[config.mk]
export PLATFORM = sky130hd
export DESIGN_NAME = writeback_stage_flat
export DESIGN_NICKNAME = d
export VERILOG_FILES = /design/src/rtl/writeback_stage_if.sv /design/src/rtl/writeback_stage.sv /design/src/flat_wrapper.sv
export SDC_FILE = /design/constraint.sdc
export NUM_CORES = 1
export LEC_CHECK = 0
export ABC_AREA = 1
export CAP_MARGIN = 20
export CORE_MARGIN = 1.5
export CORE_UTILIZATION = 45
export CTS_CLUSTER_DIAMETER = 100
export DETAILED_ROUTE_END_ITERATION = 16
export GPL_TIMING_DRIVEN = 0
export PLACE_DENSITY = 0.78
export SYNTH_ARGS = -nofsm -noshare
export SYNTH_HDL_FRONTEND = slang
export SYNTH_SLANG_ARGS = --single-unit
[constraint.sdc]
create_clock -name CLK -period 1.91 [get_ports CLK]
set_clock_uncertainty 0.15 [all_clocks]
set_input_delay 0.2865 -clock CLK [delete_from_list [all_inputs] [get_ports CLK]]
set_output_delay 0.2865 -clock CLK [all_outputs]
set_load 0.02 [all_outputs]
[src/rtl/writeback_stage_if.sv]
// Writeback-stage bus bundle.
// Groups every M->W pipeline input and every W-stage output of writeback_stage
// so the stage can be wired with a single port. Clock and reset stay outside.
//   slave  : seen by writeback_stage (consumes M inputs and stall/flush,
//            drives W outputs)
//   master : seen by whoever drives the stage (pipeline control / testbench)
// Signals:
//   StallW, FlushW               hazard control for the W register
//   ValidM, RegWriteM, MemtoRegM, PCSrcM, ByteM, ALUOutM, ReadDataM, WA3M
//                                M-stage instruction fields
//   ValidW, RegWriteW, PCSrcW, WA3W, ResultW, RetireCount
//                                W-stage outputs
interface writeback_stage_if #(
  parameter int CNT_W = 32
);
  logic             StallW;
  logic             FlushW;
  logic             ValidM;
  logic             RegWriteM;
  logic             MemtoRegM;
  logic             PCSrcM;
  logic             ByteM;
  logic [31:0]      ALUOutM;
  logic [31:0]      ReadDataM;
  logic [3:0]       WA3M;
  logic             ValidW;
  logic             RegWriteW;
  logic             PCSrcW;
  logic [3:0]       WA3W;
  logic [31:0]      ResultW;
  logic [CNT_W-1:0] RetireCount;

  modport slave (
    input  StallW, FlushW, ValidM, RegWriteM, MemtoRegM, PCSrcM, ByteM,
           ALUOutM, ReadDataM, WA3M,
    output ValidW, RegWriteW, PCSrcW, WA3W, ResultW, RetireCount
  );

  modport master (
    output StallW, FlushW, ValidM, RegWriteM, MemtoRegM, PCSrcM, ByteM,
           ALUOutM, ReadDataM, WA3M,
    input  ValidW, RegWriteW, PCSrcW, WA3W, ResultW, RetireCount
  );
endinterface

[src/rtl/writeback_stage.sv]
// Writeback pipeline stage.
// Holds the M->W pipeline register, selects the register-file write data
// (ALU result, loaded word, or zero-extended loaded byte) and counts retired
// instructions.
// Ports:
//   CLK    rising-edge clock for all state
//   RESET  asynchronous, active-low reset
//   wb     writeback_stage_if.slave bundle (M inputs, stall/flush, W outputs)
// Parameter:
//   CNT_W  width of the retired-instruction counter (wraps at all-ones)
module writeback_stage #(
  parameter int CNT_W = 32
) (
  input  logic              CLK,
  input  logic              RESET,
  writeback_stage_if.slave  wb
);

  logic             r_valid;
  logic             r_regwrite;
  logic             r_memtoreg;
  logic             r_pcsrc;
  logic             r_byte;
  logic [31:0]      r_aluout;
  logic [31:0]      r_readdata;
  logic [3:0]       r_wa3;
  logic [CNT_W-1:0] r_retire_cnt;

  logic [7:0]       w_byte_sel;
  logic [31:0]      w_result;
  logic             w_retire;

  // An instruction retires on the edge it leaves W: valid, not held, not killed.
  assign w_retire = r_valid & ~wb.StallW & ~wb.FlushW;

  // Control bits: flush wins over stall.
  always_ff @(posedge CLK or negedge RESET) begin
    if (!RESET) begin
      r_valid    <= 1'b0;
      r_regwrite <= 1'b0;
      r_memtoreg <= 1'b0;
      r_pcsrc    <= 1'b0;
      r_byte     <= 1'b0;
    end else if (wb.FlushW) begin
      r_valid    <= 1'b0;
      r_regwrite <= 1'b0;
      r_memtoreg <= 1'b0;
      r_pcsrc    <= 1'b0;
      r_byte     <= 1'b0;
    end else if (!wb.StallW) begin
      r_valid    <= wb.ValidM;
      r_regwrite <= wb.RegWriteM;
      r_memtoreg <= wb.MemtoRegM;
      r_pcsrc    <= wb.PCSrcM;
      r_byte     <= wb.ByteM;
    end
  end

  // Data fields are left untouched by a flush; the cleared valid bit
  // already makes them harmless.
  always_ff @(posedge CLK or negedge RESET) begin
    if (!RESET) begin
      r_aluout   <= '0;
      r_readdata <= '0;
      r_wa3      <= '0;
    end else if (!wb.FlushW && !wb.StallW) begin
      r_aluout   <= wb.ALUOutM;
      r_readdata <= wb.ReadDataM;
      r_wa3      <= wb.WA3M;
    end
  end

  always_ff @(posedge CLK or negedge RESET) begin
    if (!RESET) begin
      r_retire_cnt <= '0;
    end else if (w_retire) begin
      r_retire_cnt <= r_retire_cnt + 1'b1;
    end
  end

  // Little-endian byte lane selected by the low address bits.
  always_comb begin
    w_byte_sel = r_readdata[7:0];
    case (r_aluout[1:0])
      2'b00: w_byte_sel = r_readdata[7:0];
      2'b01: w_byte_sel = r_readdata[15:8];
      2'b10: w_byte_sel = r_readdata[23:16];
      2'b11: w_byte_sel = r_readdata[31:24];
      default: w_byte_sel = r_readdata[7:0];
    endcase
  end

  always_comb begin
    w_result = r_aluout;
    if (r_memtoreg) begin
      if (r_byte) w_result = {24'h0, w_byte_sel};
      else        w_result = r_readdata;
    end
  end

  assign wb.ValidW      = r_valid;
  assign wb.RegWriteW   = r_regwrite & r_valid;
  assign wb.PCSrcW      = r_pcsrc & r_valid;
  assign wb.WA3W        = r_wa3;
  assign wb.ResultW     = w_result;
  assign wb.RetireCount = r_retire_cnt;

endmodule

[src/flat_wrapper.sv]
// flat-port wrapper written by rule: the top's interface ports become plain ports
module writeback_stage_flat 
#(
  parameter int CNT_W = 32
)
  (CLK, RESET, wb_StallW, wb_FlushW, wb_ValidM, wb_RegWriteM, wb_MemtoRegM, wb_PCSrcM, wb_ByteM, wb_ALUOutM, wb_ReadDataM, wb_WA3M, wb_ValidW, wb_RegWriteW, wb_PCSrcW, wb_WA3W, wb_ResultW, wb_RetireCount);
  writeback_stage_if #(.CNT_W(CNT_W)) wb_i ();
  input  logic CLK;
  input  logic RESET;
  input wire logic [$bits(wb_i.StallW)-1:0] wb_StallW;
  input wire logic [$bits(wb_i.FlushW)-1:0] wb_FlushW;
  input wire logic [$bits(wb_i.ValidM)-1:0] wb_ValidM;
  input wire logic [$bits(wb_i.RegWriteM)-1:0] wb_RegWriteM;
  input wire logic [$bits(wb_i.MemtoRegM)-1:0] wb_MemtoRegM;
  input wire logic [$bits(wb_i.PCSrcM)-1:0] wb_PCSrcM;
  input wire logic [$bits(wb_i.ByteM)-1:0] wb_ByteM;
  input wire logic [$bits(wb_i.ALUOutM)-1:0] wb_ALUOutM;
  input wire logic [$bits(wb_i.ReadDataM)-1:0] wb_ReadDataM;
  input wire logic [$bits(wb_i.WA3M)-1:0] wb_WA3M;
  output wire logic [$bits(wb_i.ValidW)-1:0] wb_ValidW;
  output wire logic [$bits(wb_i.RegWriteW)-1:0] wb_RegWriteW;
  output wire logic [$bits(wb_i.PCSrcW)-1:0] wb_PCSrcW;
  output wire logic [$bits(wb_i.WA3W)-1:0] wb_WA3W;
  output wire logic [$bits(wb_i.ResultW)-1:0] wb_ResultW;
  output wire logic [$bits(wb_i.RetireCount)-1:0] wb_RetireCount;
  assign wb_i.StallW = wb_StallW;
  assign wb_i.FlushW = wb_FlushW;
  assign wb_i.ValidM = wb_ValidM;
  assign wb_i.RegWriteM = wb_RegWriteM;
  assign wb_i.MemtoRegM = wb_MemtoRegM;
  assign wb_i.PCSrcM = wb_PCSrcM;
  assign wb_i.ByteM = wb_ByteM;
  assign wb_i.ALUOutM = wb_ALUOutM;
  assign wb_i.ReadDataM = wb_ReadDataM;
  assign wb_i.WA3M = wb_WA3M;
  assign wb_ValidW = wb_i.ValidW;
  assign wb_RegWriteW = wb_i.RegWriteW;
  assign wb_PCSrcW = wb_i.PCSrcW;
  assign wb_WA3W = wb_i.WA3W;
  assign wb_ResultW = wb_i.ResultW;
  assign wb_RetireCount = wb_i.RetireCount;
  writeback_stage #(.CNT_W(CNT_W)) u_core (.CLK(CLK), .RESET(RESET), .wb(wb_i));
endmodule
==> flow_metrics.py <==
metrics = {
    "run_status": {
        "status": "finished with violations",
        "violations": "setup timing",
    },
    "timing": {
        "slew_headroom": 0.608,
        "finalSetupViolations": 16,
        "final_worst_setup_slack_ps": -307,
        "rsz0062_at_grt": "true",
        "min_period_over_period": 1.16,
        "timing.final.max_slew_violations": 0,
        "period_needed_ps": 2220,
        "worst_pin_slew_ps": 583,
        "hold-worst-slack_ps": 290,
        "final_hold_viol_count": 0,
        "timing.fmax_mhz": 451,
    },
    "power": {
        "combPwrFrac": 0.279,
        "power-per-cell-area_nw_per_um2": 739,
        "power.internal_uw": 3800,
        "switchingPower_uw": 1790,
        "power.sequential.fraction": 0.463,
        "p_leak_uw": 0.00363,
        "clock_power_share": 0.258,
        "p_sw_frac": 0.320,
        "ir_drop_mv": 0.513,
    },
    "place": {
        "io_buffer_count": 147,
        "post-dp-hpwl_um": 10700,
        "dpl_cell_area_um2": 6710,
        "gpl.final_weighted_congestion": 0.960,
    },
    "drt": {
        "routed_wirelength_um": 15000,
        "route.met3.wl_um": 998,
        "routedLengthMet1_um": 6310,
        "route.vias.total": 5011,
        "viasPerCell": 5.24,
        "met2RoutedLength_um": 7180,
        "drt-pass1-iter-count": 5,
        "drt_first_iter_violations": 296,
        "wire_per_inst_um": 15.7,
        "drcViolationCount": 0,
        "drtAntennaViolNets": 0,
        "route.top_layer_used": "met4",
    },
    "worst_setup_path": {
        "critical_path_class": "flip-flop to primary output",
        "endpoint_kind": "primary output",
        "cp.arrival_ps": 1780,
        "worstPathMaxFanout": 7,
        "startpoint_kind_of_the_worst_setup_timing_path": "flip-flop",
        "worst_ep_required_time_ps": 1470,
    },
    "global_routing": {
        "grt.overflow.total": 0,
        "grt_first_pass_wirelength_um": 23100,
        "grtUsageTotal": 0.253,
        "grt_max_degree": 67,
        "via_count_of_the_first_global_routing_pass": 4834,
        "initial_antenna_violation_count": 0,
    },
    "clocking": {
        "numCtsBuffers": 9,
        "ctsRootBufferMaster": "sky130_fd_sc_hd__clkbuf_8",
        "tritoncts": "built",
        "clock-sinks": 105,
        "clkTransAtPathRegs_ps": 100,
        "htreeDepth": 3,
        "cts_max_path_buffers": 2,
        "clk_latency_ps": 370,
    },
    "finish": {
        "design.final.nets": 889,
        "final_cell_area_um2": 7560,
        "drive_gt1_frac": 0.157,
        "antenna_cells_inserted": 0,
        "fill_cells": 821,
        "flow.area_growth_from_synthesis_pct": 50.0,
    },
    "floorplanning": {
        "chipHeight_um": 109,
        "floorplan.io_pins": 148,
        "std_cell_rows": 38,
        "coreArea_um2": 10900,
        "fp.dieW_um": 109,
        "die-area_um2": 11800,
        "starting_utilization_of_the_core_area": 0.463,
    },
    "synthesis": {
        "postSynthNetCount": 711,
        "yosysTopAreaCellShare": 0.521,
        "synth_most_common_cell": "sky130_fd_sc_hd__nand2_1",
        "postSynthRegisterBits": 105,
        "synth_edf_count": 0,
        "netlist_top_cells_count": "sky130_fd_sc_hd__nand2_1 (179), sky130_fd_sc_hd__inv_1 (111), sky130_fd_sc_hd__dfrtp_1 (105)",
        "syn_area_um2": 5040,
        "yosys_most_used_dff": "sky130_fd_sc_hd__dfrtp_1",
        "synth.lib_cells_used.distinct": 22,
        "synth_seq_area_share": 0.521,
        "netlist_instances": 633,
        "synthTopCellsByArea": "sky130_fd_sc_hd__dfrtp_1 (52%), sky130_fd_sc_hd__nand2_1 (13%), sky130_fd_sc_hd__inv_1 (8.3%)",
        "post_synth.cell_area_avg_um2": 7.96,
        "ys.warnings.count": 0,
        "ys_async_rst_share": 1.00,
        "synth_top_cell_by_area": "sky130_fd_sc_hd__dfrtp_1",
    },
    "run": {
        "cap_violations": 0,
    },
    "worst_hold_path": {
        "hold_class": "input port to asynchronous set/reset pin",
    },
}
==> what timing repair did <==
action / 4_1_cts / 5_1_grt
endpoints found under the setup margin: 37 / 39
setup buffers: 5 / 13
pin swaps: 11 / 11
hold buffers: 1 / 0
endpoints found under the hold margin: 39 / 0
cloned: 0 / 1
gates resized for setup: 216 / 92
==> cell families after synthesis <==
group                      after synthesis  share of synthesized area
DFF                                    105                      0.521
adders and majority gates                1                    0.00248
and+or+nand+nor                        244                      0.201
AOI/OAI and AO/OA                      127                      0.136
buffers and inverters                  134                      0.101
xor gates and xnor gates                22                     0.0382
==> worst paths after layout <==
| check | slack (ps) | depth (start not counted) | end | from |
|---|---|---|---|---|
| min in group CLK | 310 | 3 | u_core.wb.WA3W[3] | wb_WA3M[3] |
| hold reg to reg | 340 | 2 | u_core.wb.WA3W[0] | u_core.wb.WA3W[0] |
| hold / removal | 290 | 2 | u_core.r_aluout[5] | RESET |
| setup / recovery | -310 | 8 | wb_ResultW[1] | u_core.r_aluout[1] |
| setup reg to reg | 210 | 6 | u_core.wb.RetireCount[20] | u_core.wb.RetireCount[12] |
| max in group asynchronous | 600 | 3 | u_core.wb.RetireCount[7] | RESET |
==> routing by layer <==
layer | GRT usage | vias to the layer above
met2 | 0.408 | 228
met5 | 0 | -
li1 | - | 2350
met1 | 0.335 | 2388
met4 | 0.111 | 0
met3 | 0.0424 | 45
==> power by group through the flow <==
stage               clock network [uW]  logic [uW]  registers (uW)
floorplan                            0         552            2640
global placement                     0        1230            2610
detailed placement                   0        1260            2610
CTS                               1440        1280            2580
global route                      1540        1670            2610
finish                            1440        1560            2590
==> sequential cells by signal, indices dropped and copies added, names as in the netlist <==
| signal | count |
|---|---|
| u_core.r_readdata | 32 |
| u_core.r_aluout | 32 |
| u_core.wb.WA3W | 4 |
| u_core.r_regwrite | 1 |
| u_core.wb.RetireCount | 32 |
| u_core.r_pcsrc | 1 |
| u_core.r_memtoreg | 1 |
| u_core.r_byte | 1 |
| u_core.wb.ValidW | 1 |
==> placed cells by master (no fill, tap or decap), types with 11 or more instances in the layout <==
master | Yosys | layout
sky130_fd_sc_hd__nand2_1 | 179 | 178
sky130_fd_sc_hd__inv_1 | 111 | 108
sky130_fd_sc_hd__clkdlybuf4s50_1 | 0 | 103
sky130_fd_sc_hd__dfrtp_1 | 105 | 101
sky130_fd_sc_hd__o21ai_0 | 78 | 70
sky130_fd_sc_hd__buf_6 | 0 | 31
sky130_fd_sc_hd__nor2_1 | 25 | 23
sky130_fd_sc_hd__buf_4 | 0 | 18
sky130_fd_sc_hd__nand3_1 | 17 | 17
sky130_fd_sc_hd__o22ai_4 | 0 | 14
sky130_fd_sc_hd__xnor2_1 | 14 | 14
sky130_fd_sc_hd__a21oi_1 | 16 | 12
sky130_fd_sc_hd__clkbuf_1 | 17 | 11
==> metrics by stage <==
stage / power, uW / util / worst slack (ps) / cells / TNS, ps
finish: 5590 / 0.695 / -307 / 956 / -3020
global route: 5820 / 0.695 / -375 / 956 / -4380
CTS: 5310 / 0.645 / -247 / 942 / -2070
detailed placement: 3870 / 0.617 / -641 / 921 / -21900
global placement: 3840 / 0.614 / -3420 / 920 / -378610
floorplan: 3190 / - / 114 / 633 / 0
==> final cells by class <==
class	count	area, um2	share of cell area
Multi-Input combinational cell	394	2220	0.294
Sequential cell	105	2630	0.348
Inverter	112	420	0.0556
Tap cell	140	175	0.0232
Clock inverter	7	80.1	0.0106
Buffer	21	163	0.0215
Clock buffer	9	124	0.0164
Timing Repair Buffer	168	1740	0.231
==> worst max-delay path, cell delays in order, from the launching register on <==
cell and delay [ps]:
sky130_fd_sc_hd__dfrtp_2 470, sky130_fd_sc_hd__inv_2 80, sky130_fd_sc_hd__nor2_4 200, sky130_fd_sc_hd__buf_4 150
sky130_fd_sc_hd__a21oi_1 70, sky130_fd_sc_hd__o211ai_1 120, sky130_fd_sc_hd__nand2_1 80, sky130_fd_sc_hd__o21ai_1 80
sky130_fd_sc_hd__buf_4 170
(Power assumes the default switching activity.)
